--- src/rtl/pwm_job_scheduler_if.sv ---
// Job command channel into pwm_job_scheduler: a valid/ready handshake carrying
// (channel, duty, final-value).
interface pwm_job_scheduler_if #(
  parameter int NCH    = 4,
  parameter int DUTY_W = 8,
  parameter int FV_W   = 15
) ();
  localparam int CH_W = (NCH > 1) ? $clog2(NCH) : 1;

  logic              i_cmd_valid;
  logic [CH_W-1:0]   i_cmd_chan;
  logic [DUTY_W-1:0] i_cmd_duty;
  logic [FV_W-1:0]   i_cmd_final;
  logic              o_cmd_ready;

  modport master (
    output i_cmd_valid, i_cmd_chan, i_cmd_duty, i_cmd_final,
    input  o_cmd_ready
  );

  modport slave (
    input  i_cmd_valid, i_cmd_chan, i_cmd_duty, i_cmd_final,
    output o_cmd_ready
  );
endinterface

--- src/rtl/pwm_job_scheduler.sv ---
// Per-channel job FIFOs feeding the PWM bank; each channel dispatches one job at a time.
// Optional watchdog per channel is built only when PWM_SCHED_TIMEOUT_EN is defined.
module pwm_job_scheduler #(
  parameter int NCH         = 4,
  parameter int DEPTH       = 4,
  parameter int DUTY_W      = 8,
  parameter int FV_W        = 15,
  parameter int TIMEOUT_CYC = 1048576
) (
  input  logic                  clk,
  input  logic                  reset_n,
  pwm_job_scheduler_if.slave    cmd_if,
  input  logic [NCH-1:0]        i_flush,
  input  logic [NCH-1:0]        i_done,
  output logic [NCH-1:0]        o_start,
  output logic [NCH*DUTY_W-1:0] o_duty,
  output logic [NCH*FV_W-1:0]   o_final,
  output logic [NCH-1:0]        o_busy,
  output logic [NCH*3-1:0]      o_level,
  output logic                  o_overflow,
  output logic [NCH-1:0]        o_timeout
);
  localparam int CH_W  = (NCH > 1) ? $clog2(NCH) : 1;
  localparam int PTR_W = $clog2(DEPTH);
  localparam int LVL_W = PTR_W + 1;
  localparam logic [LVL_W-1:0] LVL_FULL = LVL_W'(DEPTH);

  typedef enum logic {S_IDLE, S_RUN} state_t;

  logic [NCH-1:0] w_full;
  logic           w_ready;
  logic           w_final_nz;
  logic           r_overflow;

  // Ready looks only at the addressed channel; a full FIFO refuses even while it pops.
  assign w_ready            = ~w_full[cmd_if.i_cmd_chan] & ~i_flush[cmd_if.i_cmd_chan];
  assign w_final_nz         = |cmd_if.i_cmd_final;
  assign cmd_if.o_cmd_ready = w_ready;
  assign o_overflow         = r_overflow;

  always_ff @(posedge clk or negedge reset_n) begin
    if (!reset_n) begin
      r_overflow <= 1'b0;
    end else if (cmd_if.i_cmd_valid && !w_ready) begin
      r_overflow <= 1'b1;
    end
  end

  for (genvar k = 0; k < NCH; k++) begin : g_ch
    state_t            r_state;
    state_t            w_state_nxt;
    logic              w_push;
    logic              w_pop;
    logic              w_tmo_hit;
    logic [PTR_W-1:0]  r_wptr;
    logic [PTR_W-1:0]  r_rptr;
    logic [LVL_W-1:0]  r_level;
    logic [DUTY_W-1:0] r_mem_duty  [DEPTH];
    logic [FV_W-1:0]   r_mem_final [DEPTH];
    logic              r_start;
    logic [DUTY_W-1:0] r_duty;
    logic [FV_W-1:0]   r_final;

    // Zero-length jobs complete the handshake but never occupy the FIFO.
    assign w_push = cmd_if.i_cmd_valid & w_ready & w_final_nz &
                    (cmd_if.i_cmd_chan == CH_W'(k));

    always_comb begin
      w_state_nxt = r_state;
      w_pop       = 1'b0;
      case (r_state)
        S_IDLE: begin
          if (r_level != '0) begin
            w_pop       = 1'b1;
            w_state_nxt = S_RUN;
          end
        end
        S_RUN: begin
          if (i_done[k] || w_tmo_hit) begin
            w_state_nxt = S_IDLE;
          end
        end
        default: w_state_nxt = S_IDLE;
      endcase
      if (i_flush[k]) begin
        w_pop       = 1'b0;
        w_state_nxt = S_IDLE;
      end
    end

    always_ff @(posedge clk or negedge reset_n) begin
      if (!reset_n) begin
        r_state <= S_IDLE;
      end else begin
        r_state <= w_state_nxt;
      end
    end

    always_ff @(posedge clk or negedge reset_n) begin
      if (!reset_n) begin
        r_wptr  <= '0;
        r_rptr  <= '0;
        r_level <= '0;
      end else if (i_flush[k]) begin
        r_wptr  <= '0;
        r_rptr  <= '0;
        r_level <= '0;
      end else begin
        if (w_push) r_wptr <= r_wptr + 1'b1;
        if (w_pop)  r_rptr <= r_rptr + 1'b1;
        if (w_push && !w_pop) begin
          r_level <= r_level + 1'b1;
        end else if (!w_push && w_pop) begin
          r_level <= r_level - 1'b1;
        end
      end
    end

    always_ff @(posedge clk) begin
      if (w_push) begin
        r_mem_duty[r_wptr]  <= cmd_if.i_cmd_duty;
        r_mem_final[r_wptr] <= cmd_if.i_cmd_final;
      end
    end

    // Dispatch registers: duty/final hold through RUN and survive a flush.
    always_ff @(posedge clk or negedge reset_n) begin
      if (!reset_n) begin
        r_start <= 1'b0;
        r_duty  <= '0;
        r_final <= '0;
      end else begin
        r_start <= w_pop;
        if (w_pop) begin
          r_duty  <= r_mem_duty[r_rptr];
          r_final <= r_mem_final[r_rptr];
        end
      end
    end

`ifdef PWM_SCHED_TIMEOUT_EN
    localparam int TMO_W = (TIMEOUT_CYC > 2) ? $clog2(TIMEOUT_CYC) : 1;
    localparam logic [TMO_W-1:0] TMO_LAST = TMO_W'(TIMEOUT_CYC - 1);

    logic [TMO_W-1:0] r_tmo_cnt;
    logic             r_timeout;

    // A done pulse or flush on the terminal cycle wins over the watchdog.
    assign w_tmo_hit = (r_state == S_RUN) & (r_tmo_cnt == TMO_LAST) & ~i_done[k] & ~i_flush[k];

    always_ff @(posedge clk or negedge reset_n) begin
      if (!reset_n) begin
        r_tmo_cnt <= '0;
        r_timeout <= 1'b0;
      end else begin
        if (w_pop) begin
          r_tmo_cnt <= '0;
        end else if (r_state == S_RUN) begin
          r_tmo_cnt <= r_tmo_cnt + 1'b1;
        end
        if (w_tmo_hit) r_timeout <= 1'b1;
      end
    end

    assign o_timeout[k] = r_timeout;
`else
    logic w_unused_tmo_cfg;
    assign w_unused_tmo_cfg = (TIMEOUT_CYC > 0);
    assign w_tmo_hit        = 1'b0;
    assign o_timeout[k]     = 1'b0;
`endif

    assign w_full[k]                   = (r_level == LVL_FULL);
    assign o_start[k]                  = r_start;
    assign o_busy[k]                   = (r_state == S_RUN);
    assign o_duty[k*DUTY_W +: DUTY_W]  = r_duty;
    assign o_final[k*FV_W +: FV_W]     = r_final;
    assign o_level[k*3 +: 3]           = 3'(r_level);
  end

endmodule
--- src/flat_wrapper.sv ---
// flat-port wrapper written by rule: the top's interface ports become plain ports
module pwm_job_scheduler_flat 
#(
  parameter int NCH         = 4,
  parameter int DEPTH       = 4,
  parameter int DUTY_W      = 8,
  parameter int FV_W        = 15,
  parameter int TIMEOUT_CYC = 1048576
)
  (clk, reset_n, i_flush, i_done, o_start, o_duty, o_final, o_busy, o_level, o_overflow, o_timeout, cmd_if_i_cmd_valid, cmd_if_i_cmd_chan, cmd_if_i_cmd_duty, cmd_if_i_cmd_final, cmd_if_o_cmd_ready);
  pwm_job_scheduler_if #(.NCH(NCH), .DUTY_W(DUTY_W), .FV_W(FV_W)) cmd_if_i ();
  input  logic clk;
  input  logic reset_n;
  input  logic [NCH-1:0] i_flush;
  input  logic [NCH-1:0] i_done;
  output logic [NCH-1:0] o_start;
  output logic [NCH*DUTY_W-1:0] o_duty;
  output logic [NCH*FV_W-1:0] o_final;
  output logic [NCH-1:0] o_busy;
  output logic [NCH*3-1:0] o_level;
  output logic o_overflow;
  output logic [NCH-1:0] o_timeout;
  input wire logic [$bits(cmd_if_i.i_cmd_valid)-1:0] cmd_if_i_cmd_valid;
  input wire logic [$bits(cmd_if_i.i_cmd_chan)-1:0] cmd_if_i_cmd_chan;
  input wire logic [$bits(cmd_if_i.i_cmd_duty)-1:0] cmd_if_i_cmd_duty;
  input wire logic [$bits(cmd_if_i.i_cmd_final)-1:0] cmd_if_i_cmd_final;
  output wire logic [$bits(cmd_if_i.o_cmd_ready)-1:0] cmd_if_o_cmd_ready;
  assign cmd_if_i.i_cmd_valid = cmd_if_i_cmd_valid;
  assign cmd_if_i.i_cmd_chan = cmd_if_i_cmd_chan;
  assign cmd_if_i.i_cmd_duty = cmd_if_i_cmd_duty;
  assign cmd_if_i.i_cmd_final = cmd_if_i_cmd_final;
  assign cmd_if_o_cmd_ready = cmd_if_i.o_cmd_ready;
  pwm_job_scheduler #(.NCH(NCH), .DEPTH(DEPTH), .DUTY_W(DUTY_W), .FV_W(FV_W), .TIMEOUT_CYC(TIMEOUT_CYC)) u_core (.clk(clk), .reset_n(reset_n), .cmd_if(cmd_if_i), .i_flush(i_flush), .i_done(i_done), .o_start(o_start), .o_duty(o_duty), .o_final(o_final), .o_busy(o_busy), .o_level(o_level), .o_overflow(o_overflow), .o_timeout(o_timeout));
endmodule
--- config.mk ---
export PLATFORM = sky130hd
export DESIGN_NAME = pwm_job_scheduler_flat
export DESIGN_NICKNAME = d
export VERILOG_FILES = /design/src/rtl/pwm_job_scheduler_if.sv /design/src/rtl/pwm_job_scheduler.sv /design/src/flat_wrapper.sv
export SDC_FILE = /design/constraint.sdc
export NUM_CORES = 1
export LEC_CHECK = 0
export ABC_CLOCK_PERIOD_IN_PS = 3000
export CAP_MARGIN = 20
export CORE_MARGIN = 1.5
export CORE_UTILIZATION = 58
export CTS_CLUSTER_DIAMETER = 60
export CTS_CLUSTER_SIZE = 40
export DETAILED_ROUTE_END_ITERATION = 16
export PLACE_DENSITY = 0.78
export SYNTH_ARGS = -nofsm -noshare
export SYNTH_HDL_FRONTEND = slang
export SYNTH_SLANG_ARGS = --single-unit
--- constraint.sdc ---
create_clock -name clk -period 3 [get_ports clk]
set_input_delay 0.3 -clock clk [delete_from_list [all_inputs] [get_ports clk]]
set_output_delay 0.3 -clock clk [all_outputs]
set_load 0.005 [all_outputs]
[Word level (Yosys, flattened, before mapping)]
Memories as Yosys holds them, arrays and structs flattened. A register that Yosys moved wholly into a read port is not among the register bits.
Index checks and enable logic that the tools add are counted.
Storage, ports and cells
  register bits after elaboration: 37
  memory bits (writable): 368
  input bits: 36
  memories kept: 8
Operators by class
  add/sub/neg operators: 16
  order comparisons: 1
  equal/unequal tests: 7
  mux-type cells: 64
  bitwise logic cells: 13
  reductions and logical operators: 44
Memory list
  u_core.g_ch[0].r_mem_final: depth 4, bits a word 15, read ports 1, clocked after memory_dff 1, write ports 1, RTL line pwm_job_scheduler.sv:59  | logic [FV_W-1:0] r_mem_final [DEPTH];
  u_core.g_ch[1].r_mem_final: depth 4, bits a word 15, read ports 1, clocked after memory_dff 1, write ports 1, RTL line pwm_job_scheduler.sv:59
  u_core.g_ch[2].r_mem_final: depth 4, bits a word 15, read ports 1, clocked after memory_dff 1, write ports 1, RTL line pwm_job_scheduler.sv:59
  u_core.g_ch[3].r_mem_final: depth 4, bits a word 15, read ports 1, clocked after memory_dff 1, write ports 1, RTL line pwm_job_scheduler.sv:59
  u_core.g_ch[0].r_mem_duty: depth 4, bits a word 8, read ports 1, clocked after memory_dff 1, write ports 1, RTL line pwm_job_scheduler.sv:58  | logic [DUTY_W-1:0] r_mem_duty [DEPTH];
  u_core.g_ch[1].r_mem_duty: depth 4, bits a word 8, read ports 1, clocked after memory_dff 1, write ports 1, RTL line pwm_job_scheduler.sv:58
  +2 memories
Operator list (count)
  $mux W3: 12
  $mux W2: 16
  $mux W1: 30
  $reduce_bool A3 Y1: 8
  $logic_not A1 Y1: 17
  $add A2 B1 Y2 const B: 8
  $reduce_bool A2 Y1: 8
  $reduce_or A15 Y1: 1
  $add A3 B1 Y3 const B: 4
  $eq A3 B3 Y1 const B: 4
  $sub A3 B1 Y3 const B: 4
  $logic_and A1 B1 Y1: 9
  $pmux W1 S2: 4
  $and A1 B1 Y1: 7
  $not A1 Y1: 6
  $bmux W1 S2: 2
  $eq A2 B2 Y1 const B: 2
  $lt A2 B3 Y1 const B: 1
  $eq A2 B1 Y1 const B: 1
  $logic_not A2 Y1: 1

[Longest topological paths before layout]
  depth after elaboration: 13
  gate-level depth with buffers: 11
  gate-level depth less buffers: 9

[Worst setup path before layout]
No wires, ideal clock.
  path kind: register to register
  from: reg u_core.g_ch[2].r_level[0]
  to: reg u_core.g_ch[2].r_level[2]
  setup time: 0.125 ns
  data arrival time: 2.409 ns
  data required time: 2.875 ns
  slack: 0.466 ns
  cell stages (with the launch flop): 9
  cells stage by stage: dfrtp_1 nor3_1 nor3_1 clkbuf_1 nor3_1 fa_1 and2_1 mux2i_1 mux2_2
Between the ends
  elaborated cells on any way between the ends: 22
  classes of those cells: add/sub (2); eq/ne (1); mux (8); bitwise (5); reduce/logical (6)
RTL lines
  start, declared: RTL line pwm_job_scheduler.sv:57  | logic [LVL_W-1:0] r_level;
  start signal, assigned: RTL line pwm_job_scheduler.sv:112  | r_level <= r_level + 1'b1;
  start signal, assigned: RTL line pwm_job_scheduler.sv:114  | r_level <= r_level - 1'b1;
  $reduce_bool A3 Y1 *: RTL line pwm_job_scheduler.sv:73  | if (r_level != '0) begin
  $mux W1 *: RTL line pwm_job_scheduler.sv:73
  $mux W1 *: RTL line pwm_job_scheduler.sv:71  | case (r_state)
  $mux W1 *: RTL line pwm_job_scheduler.sv:85  | if (i_flush[k]) begin
  via u_core.g_ch[2].w_pop: RTL line pwm_job_scheduler.sv:53  | logic w_pop;
  $logic_not A1 Y1: RTL line pwm_job_scheduler.sv:111  | if (w_push && !w_pop) begin
  $logic_and A1 B1 Y1: RTL line pwm_job_scheduler.sv:111
  $mux W3: RTL line pwm_job_scheduler.sv:111
  $mux W3: RTL line pwm_job_scheduler.sv:104  | end else if (i_flush[k]) begin
The timed path passes the listed nets; every way through them passes the cells marked *. The select of a mux whose other input is x is not followed.
A chain may end at the register's enable or synchronous reset.

[Worst setup path in the final report]
  from: reg u_core.g_ch[2].r_level[2]
  to: out cmd_if_o_cmd_ready
Between the ends
  longest elaborated chain between the ends: 5
RTL lines
  $eq A3 B3 Y1: RTL line pwm_job_scheduler.sv:173  | assign w_full[k] = (r_level == LVL_FULL);
  $bmux W1 S2: RTL line pwm_job_scheduler.sv:36  | assign w_ready = ~w_full[cmd_if.i_cmd_chan] & ~i_flush[cmd_if.i_cmd_chan];
  $mux W1 (not written as such): RTL line pwm_job_scheduler.sv:36
  $not A1 Y1: RTL line pwm_job_scheduler.sv:36
  $and A1 B1 Y1: RTL line pwm_job_scheduler.sv:36
  end, declared: RTL line flat_wrapper.sv:27  | output wire logic [$bits(cmd_if_i.o_cmd_ready)-1:0] cmd_if_o_cmd_ready;
No other way between the ends. The select of a mux whose other input is x is not followed.

==> metrics.yaml <==
sta:
  rsz0062_at_grt: "no"
  clock_skew_ns: 0.0319
  hold_violations: 0
  period_share_pct: 93.3
  fin_crit_ns: 2.80
  setup_tns_ns: 0
  fmax_mhz: 357
  finalMaxSlewViolations: 0
  worst_slew_pin_slew_ns: 0.909
  setup_viol: 0
  maxSlewHeadroom_pct: 39.2
global_routing:
  grt_pass1_wl_um: 58200
  track_usage_pct: 23.7
  grt_pass1_vias: 9415
  antenna_found_initial: 0
  grt-ovfl-total: 0
  grt_max_degree: 56
route:
  drcViolationCount: 0
  viasPerCell: 5.79
  wire_per_inst_um: 24.0
  vias: 9283
  finalWirelength_um: 38500
  drtAntennaViolNets: 0
  firstDrtPassIters: 5
  drt-initial-drc-count: 934
power_and_ir_drop:
  vdd_ir_drop_max_mv: 0.651
  fin_total_pwr_mw: 18.8
  powerDensity_nw_per_um2: 828
  p_leak_nw: 7.83
place:
  dp_hpwl_um: 24800
  portBuffers: 149
  globalplace.congestion: 0.805
floorplanning:
  start_util_pct: 58.6
  pin_count: 154
  die_w_um: 184
  dieHeight_um: 184
  rows: 66
  dieArea_um2: 33800
  core_um2: 32400
finish:
  drive_gt1_share_pct: 28.6
  multi_input_area_um2: 4400
  final_nets: 1191
  fill_cells: 2031
  final_util_pct: 70.1
  area_growth_pct: 19.6
  regArea_um2: 14300
logic_synthesis:
  ys_warn_count: 0
  avgSynthCellArea_um2: 20.4
  ys_seq_area_share_pct: 75.3
  synth_mux_area_share_pct: 17.4
  synth_edf_count: 368
  synth_top_family_by_area: "multiplexers"
  synthCells: 929
  synth_cell_types: 35
  post_synth_fa_ha_maj_area_fraction_pct: 1.48
  synthSimpleGateAreaFrac_pct: 2.96
  synth-seq-cells: 497
  synth_flop_cell: "edfxtp_1"
  synth_area_um2: 19000
  synth_compound_gate_area_share_pct: 0.409
  synthArstFlopShare_pct: 26.0
  synth_xor_area_share_pct: 0.739
clock_network:
  cts_made_buffers: 30
  htree_levels: 1
  clk_path_buf_depth: 3
  clock_latency_ns: 0.60
  post-cts-setup-buffer-count: 0
  cts_tree: "yes"
  cts.clk_slew.worst_paths_ns: 0.10
  cts-root-buf: "clkbuf_16"
  cts.sinks: 497
flow_run:
  drv_cap: 0
setup_path:
  worstPathMaxFanout: 6
  crit_type: "reg2out"
  end_kind: "primary output"
  cp.required_ns: 2.70
  arrival_ns: 2.50
  cp-start-kind: "flip-flop"
worst_hold_path:
  hp-class: "in2async"
run_status:
  status: "finished clean"
layout make-up:
| cell class | count | area share [%] |
|---|---|---|
| multi-input combinational | 362 | 19.4 |
| sequential | 497 | 62.9 |
| inverter | 22 | 0.364 |
| clock inverter | 24 | 1.51 |
| antenna | 2 | 0.0221 |
| tap | 442 | 2.44 |
| timing repair buffer | 222 | 9.89 |
| clock buffer | 32 | 3.44 |
sequential cells by signal, summed over array words and instances, names as in the netlist:
| signal | flops |
|---|---|
| u_core.g_ch.r_duty | 32 |
| u_core.g_ch.r_final | 60 |
| u_core.g_ch.r_level | 12 |
| u_core.g_ch.r_mem_duty | 128 |
| u_core.g_ch.r_mem_final | 240 |
| u_core.g_ch.r_rptr | 8 |
| u_core.g_ch.r_start | 4 |
| u_core.g_ch.r_state | 4 |
| u_core.g_ch.r_wptr | 8 |
| u_core.o_overflow | 1 |
kinds of logic after synthesis:
logic type	after synthesis
other cells	1
compound gates	13
buf+inv	73
flops	497
xor+xnor	16
mux	202
simple gates	107
fa+ha+maj	20
cells in the mapped netlist (3+ instances only):
library cell | count | share of area (%)
ha_1 | 16 | 1.1
xor2_1 | 4 | 0.18
nor2_1 | 46 | 0.91
dfrtp_1 | 129 | 17
mux2_2 | 104 | 6.2
buf_1 | 10 | 0.20
buf_4 | 12 | 0.47
nor2b_1 | 8 | 0.26
edfxtp_1 | 368 | 58
mux2i_1 | 6 | 0.32
nand2_1 | 8 | 0.16
mux4_2 | 92 | 11
and2_1 | 20 | 0.66
inv_1 | 22 | 0.44
xnor2_1 | 12 | 0.55
o21ai_0 | 3 | 0.079
nor3_1 | 11 | 0.29
a21oi_1 | 6 | 0.16
fa_1 | 4 | 0.42
nor4_1 | 4 | 0.13
clkbuf_1 | 26 | 0.51
per-stage QoR:
step / std cells / area (µm²) / hold slack [ns] / setup WS [ns]
after floorplan: 932 / 19000 / 0.00441 / 0.466
after global routing: 1601 / 22700 / 0.281 / 0.0980
after CTS: 1601 / 22700 / 0.240 / 0.0884
after detailed placement: 1544 / 21500 / 0.294 / -0.335
after global placement: 1544 / 21500 / 0.284 / -0.340
final: 1603 / 22700 / 0.239 / 0.201
power by group:
| group | switching [mW] | internal, mW |
|---|---|---|
| logic | 2.00 | 3.24 |
| registers | 0.626 | 8.25 |
| clock network | 2.58 | 2.11 |
worst max-delay path, stage by stage (launching register included):
cell	delay [ns]
dfrtp_1	0.44
nor3b_1	0.16
buf_4	0.15
o21ai_1	0.20
nand4_4	0.18
buf_4	0.21
inv_1	0.05
clkdlybuf4s50_1	0.50
placed cells by master, fill, tap and decap left out, drive strengths merged, types with 2 or more instances in the layout:
cell type / Yosys / routed
a21oi: 6 / 6
nor3b: 2 / 2
clkbuf: 27 / 32
mux2i: 6 / 6
diode: 0 / 2
nand2: 8 / 8
mux4: 92 / 92
buf: 24 / 73
nor3: 11 / 11
nor4: 4 / 4
o21ai: 3 / 3
mux2: 104 / 104
nor2b: 8 / 8
edfxtp: 368 / 368
conb: 1 / 4
clkdlybuf4s50: 0 / 148
and2: 20 / 20
xnor2: 12 / 12
dfrtp: 129 / 129
inv: 22 / 34
nor4bb: 2 / 2
ha: 16 / 16
fa: 4 / 4
xor2: 4 / 4
clkinv: 0 / 11
nor2: 48 / 48
routing by layer:
layer  wire, µm  share of wire, %  global-route usage (%)  vias up
met5          0                 0                       0        -
met4       1240               3.2                    8.13        0
met3       2640               6.9                    3.86       64
met2      19100                50                    38.3      340
met1      15500                40                    33.3     4869
li1           -                 -                       -     4010
worst paths after layout:
path,end,cells after the start,startpoint,slack [ns]
setup / recovery,cmd_if_o_cmd_ready,7,u_core.g_ch[2].r_level[2],0.20
hold / removal,u_core.g_ch[0].r_final[8],2,reset_n,0.24
setup reg to reg,u_core.g_ch[1].r_level[2],10,u_core.g_ch[2].r_level[2],0.37
hold reg to reg,u_core.o_overflow,1,u_core.o_overflow,0.49
max in group asynchronous,u_core.g_ch[3].r_rptr[1],3,reset_n,2.00
min in group clk,u_core.g_ch[2].r_state,4,i_done[2],0.35
what timing repair did:
action,in CTS,in global routing
endpoints found under the setup margin,0,1
hold endpoints to repair,53,0
hold buffers,1,0
gates resized for setup,0,1
(Power assumes the default switching activity.)
==> edit 1, RTL diff (same flow settings) <==
Add a define of `PWM_SCHED_TIMEOUT_EN`.
--- a/src/rtl/pwm_job_scheduler.sv
+++ b/src/rtl/pwm_job_scheduler.sv
@@ -1,5 +1,7 @@
 // Per-channel job FIFOs feeding the PWM bank; each channel dispatches one job at a time.
 // Optional watchdog per channel is built only when PWM_SCHED_TIMEOUT_EN is defined.
+`define PWM_SCHED_TIMEOUT_EN
+
 module pwm_job_scheduler #(
   parameter int NCH         = 4,
   parameter int DEPTH       = 4,
Check against the original RTL: same outputs for any inputs over 4 cycles, from zero or initial values and one cycle with reset_n low; that may be too few to reach the edited logic, so the function may still have changed.
==> edit 1 against the unedited design <==
- critical path depth decreased by 3
- sequential share of layout area decreased by 2.1 points
- critical path type unchanged
- register-to-register slack worse by 0.11 ns
- worst hold slack improved by 0.11 ns
- wire length up 22%
- non-clock buffer count unchanged
- cell count increased by 35%
- area after synthesis is 21% higher
- total power increased by 14%
- sequential cell count rose by 84
- first-iteration DRC count grew 22%
- worst setup slack better by 0.00056 ns
- final area grew 19%
- sequential power increased by 14%
==> edit 1: results (changes against the unedited design) <==
Cells and area
  – Share of layout cells above drive strength 1: 17.0% (-12 points)
  – Syn-to-layout area delta: 16.9%
  – # diodes: 0 (-2)
  – Regs by FF count: u_core.g_ch.r_mem_final (240), u_core.g_ch.r_mem_duty (128), u_core.g_ch.r_tmo_cnt (80)

Route
  – DR WL/cell: 21.7 um (-9.7%)
  – WL met3: 2.75 mm (+4.1%)
  – DR iter-0 viols: 1139 (+22%)
  – Routed met2 length: 23.4 mm (+22%)

Timing
  – Worst Tran Pin Value: 0.721 ns (-0.187 ns)
  – Minimum hold slack: 0.351 ns (+0.112 ns)

Global route
  – Tot GR Track Use: 23.8% (+0.10 points)
  – Largest net degree at the start of global routing: 83 (+48%)
  – Grt met1 use: 33.8% (+0.57 points)

Place
  – Place WS: -0.203 ns (+0.131 ns)
  – Buffers on Ports: 153 (+2.7%)
  – Placed Area: 0.0256 mm2 (+19%)
  – Hpwl dp: 29.6 mm (+19%)

Setup path
  – Crit-path max cell delay: 0.46 ns (-0.04 ns)
  – Worst R2R End: u_core.g_ch[2].r_level[2]$_DFFE_PN0P_
  – R2R depth: 9 (-1)

Power and ir drop
  – Lkg Pwr: 0.0100 uW (+28%)
  – Comb. pwr: 5690 uW (+8.8%)
  – Sw frac: 29.2% (+1.5 points)
  – Sequential share of power: 47.4% (+0.2 points)

CTS
  – CTS H-tree depth: 2 (+1)
  – Clock transition at the registers of the reported paths: 0.08 ns (-0.02 ns)

Logic synthesis
  – Asr flop ratio synth: 36.7% (+11 points)

Outcome
  – Run status: finished clean
## edit 1: cell types whose count changed in the layout (fill, tap and decap cells not counted), moves of 10 or more
cell,before,now
dfrtp_1,129,213
mux2_2,104,47
and3_1,0,26
nand4_1,0,24
nand2_1,8,179
and2_1,20,7
nor3_1,7,18
o21ai_0,2,12
xor2_1,4,52
nor2_1,46,115
nand3_1,1,33
xnor2_1,12,31
## edit 1: final cells by class
class                   instances  area, um2  share of cell area, %
multi-input cells             754       6210                   23.1
flip-flops and latches        581      16400                   60.9
clock inverters                27        355                   1.32
well taps                     518        648                   2.41
repair buffers                222       2280                   8.48
clock buffers                  39        933                   3.47
inverters                      27        101                  0.377
## edit 1: kinds of logic (layout without fill, tap and decap cells)
group	after synthesis	after routing	share of synthesized area (%)
and+or+nand+nor	456	456	9.25
buffers and inverters	99	315	1.90
DFF	581	581	71.2
adders and majority gates	24	24	1.44
xor gates and xnor gates	84	84	3.26
AOI/OAI and AO/OA	42	42	1.28
muxes	148	148	11.7
==> edit 2, RTL diff (same settings) <==
Made on the original files. Register the output `o_level`, cleared by the reset; this adds one clock of latency there. The other outputs are not delayed to match.
--- a/src/rtl/pwm_job_scheduler.sv
+++ b/src/rtl/pwm_job_scheduler.sv
@@ -26,6 +26,8 @@
   localparam logic [LVL_W-1:0] LVL_FULL = LVL_W'(DEPTH);
 
   typedef enum logic {S_IDLE, S_RUN} state_t;
+
+  logic [NCH*3-1:0] o_level_d;
 
   logic [NCH-1:0] w_full;
   logic           w_ready;
@@ -175,7 +177,15 @@
     assign o_busy[k]                   = (r_state == S_RUN);
     assign o_duty[k*DUTY_W +: DUTY_W]  = r_duty;
     assign o_final[k*FV_W +: FV_W]     = r_final;
-    assign o_level[k*3 +: 3]           = 3'(r_level);
+    assign o_level_d[k*3 +: 3]           = 3'(r_level);
+  end
+
+  always_ff @(posedge clk or negedge reset_n) begin
+    if (!reset_n) begin
+      o_level <= '0;
+    end else begin
+      o_level <= o_level_d;
+    end
   end
 
 endmodule
Function: changed (Yosys sat finds a counterexample within 4 cycles, from zero or initial values and one cycle with reset_n low).
==> edit 2 against the unedited design <==
- global-route usage decreased by 0.12 points
- final area increased by 1.0%
- utilization increased by 0.19 points
- sequential cell count increased by 12
- cell count increased by 0.87%
- synthesized cell count increased by 1.3%
- wire length increased by 0.19%
- sequential power increased by 2%
- die area increased by 1.6%
- count of clock-buffer cells in the layout increased by 1
- worst setup slack got worse by 0.071 ns
- register-to-register slack got worse by 0.04 ns
- area after synthesis increased by 1.6%
- critical endpoint unchanged
- total power about the same
==> edit 2: results (changes against the unedited design) <==
Worst hold path
  – Class of the tightest hold or removal check: input pin to async pin

CTS
  – CTS root buffer: clkbuf_16
  – Postcts setup bufs: 0 (unchanged)
  – Clock buffer count from CTS: 30 (unchanged)
  – Clock transition at the registers of the reported paths: 0.09 ns
  – CTS H-tree depth: 1 (unchanged)
  – Worst-Skew Late Latency: 0.58 ns (-0.02 ns)

Setup path
  – CP arrival: 2.57 ns (+0.07 ns)
  – Reg2reg setup slack: 0.33 ns (-0.04 ns)
  – Max stage delay cell, worst path: clkdlybuf4s50_1
  – Max Fanout on Critical Path: 7 (+1)
  – Crit-path max cell delay: 0.51 ns

Route
  – DRT Pass-1 Iters: 5 (unchanged)
  – Post-DR vias/cell: 5.79 (about the same)
  – Drt total wl: 38.6 mm (+0.19%)
  – DR iter-0 viols: 806 (-14%)

Power and ir drop
  – Lkg Pwr: 0.00798 uW (+1.8%)
  – Max IR drop VDD: 559 uV (-14%)

Logic synthesis
  – Number of synthesized flops with an enable pin: 368 (unchanged)
  – Register area share after synthesis: 75.7% (+0.39 points)
  – Synth unique cells: 35 (unchanged)
  – Asr flop ratio synth: 27.7% (+1.7 points)
  – Synth Flop Type: edfxtp_1
  – Synth top cells by count: 368 x edfxtp_1, 141 x dfrtp_1, 104 x mux2_2
  – Top cells by area, synth: edfxtp_1 57%, dfrtp_1 18%, mux4_2 11%, mux2_2 6.1%, ha_1 1.0%
  – Synth warnings: 0 (unchanged)

Timing
  – Worst Tran Pin Value: 0.810 ns (-0.0991 ns)
  – Minimum hold slack: 0.318 ns (+0.0785 ns)
  – Skew final: 0.0218 ns (-0.0101 ns)
  – Setup slack after layout: 0.129 ns (-0.0714 ns)

Global route
  – Largest net degree at the start of global routing: 70 (+25%)
  – First-pass GRT wire length: 58.2 mm (+0.13%)
  – Vias in the first global route: 9627 (+2.3%)
  – Initial antenna violation count: 1 (+1)
  – Tot GR Track Use: 23.6% (-0.12 points)

Place
  – Final RePlAce weighted congestion: 0.795 (-1.2%)
  – Placed Area: 0.0219 mm2 (+1.5%)
  – Hpwl dp: 25.0 mm (+0.55%)
  – Place WS: -0.180 ns (+0.154 ns)
  – Buffers on Ports: 149 (unchanged)

Cells and area
  – Largest register FFs: 240 (unchanged)
  – NumNets Final: 1207 (+1.3%)
  – # diodes: 0 (-2)
  – Share of layout cells above drive strength 1: 28.5% (-0.13 points)
  – Layout fillers: 1995 (-1.8%)
  – Regs by FF count: u_core.g_ch.r_mem_final (240), u_core.g_ch.r_mem_duty (128), u_core.g_ch.r_final (60)

Outcome
  – Run status: finished clean

Floorplanning
  – Site Rows: 66 (unchanged)
edit 2: cell families after synthesis:
kind of cell    after synthesis  share of synthesized area [%]
mux                         202                           17.1
simple gates                107                           2.92
other cells                   1                         0.0195
compound gates               13                          0.403
xor+xnor                     16                          0.727
buf+inv                      73                           1.68
fa+ha+maj                    20                           1.45
flops                       509                           75.7
edit 2: final timing paths:
check | startpoint | endpoint | cells past startpoint
min in group clk | i_done[2] | u_core.g_ch[2].r_state$_DFF_PN0_ | 4
max in group asynchronous | reset_n | u_core.g_ch[0].r_duty[0]$_DFFE_PN0P_ | 3
worst max-delay path | u_core.g_ch[2].r_level[2]$_DFFE_PN0P_ | cmd_if_o_cmd_ready | 6
worst max register to register | u_core.g_ch[2].r_level[2]$_DFFE_PN0P_ | u_core.g_ch[1].r_level[2]$_DFFE_PN0P_ | 9
worst min register to register | u_core.g_ch[3].r_level[0]$_DFFE_PN0P_ | u_core.o_level[9]$_DFF_PN0_ | 0
worst min-delay path | reset_n | u_core.g_ch[3].r_final[4]$_DFFE_PN0P_ | 2
edit 2: critical path: cells and delay by family (launching register included):
family                 cells  cell delay (ns)
AOI/OAI and AO/OA          1             0.32
buffers and inverters      3             0.82
DFF                        1             0.45
and+or+nand+nor            2             0.41
edit 2: metrics by stage:
step / total power (uW) / instances / utilization (%)
4_1_cts: 19000 / 1617 / 70.3
5_1_grt: 19700 / 1617 / 70.3
2_1_floorplan: 12000 / 944 / -
6_report: 18800 / 1617 / 70.3
3_3_place_gp: 14300 / 1560 / 67.0
3_5_place_dp: 14500 / 1560 / 67.0
edit 2: power by group:
| part | internal, uW | switching [uW] | leakage (uW) |
|---|---|---|---|
| clock network | 2050 | 2450 | 0.000509 |
| logic | 3200 | 2020 | 0.00242 |
| registers | 8460 | 592 | 0.00504 |
edit 2: what timing repair did:
action	in CTS	in global routing
hold buffers	1	0
hold endpoints to repair	67	0
gates resized for setup	0	0
endpoints found under the setup margin	0	0
edit 2: final cells by class:
cell class,instances,share of cell area [%]
clock inverter,23,1.14
inverter,22,0.360
sequential,509,63.6
tap,442,2.41
clock buffer,33,3.42
multi-input combinational,362,19.2
timing repair buffer,226,9.87
edit 2: routing by layer:
| metal | GRT usage [%] | routed length [um] |
|---|---|---|
| met5 | 0 | 8 |
| met4 | 5.72 | 853 |
| met3 | 3.32 | 2550 |
| met2 | 38.8 | 19300 |
| met1 | 33.8 | 15900 |
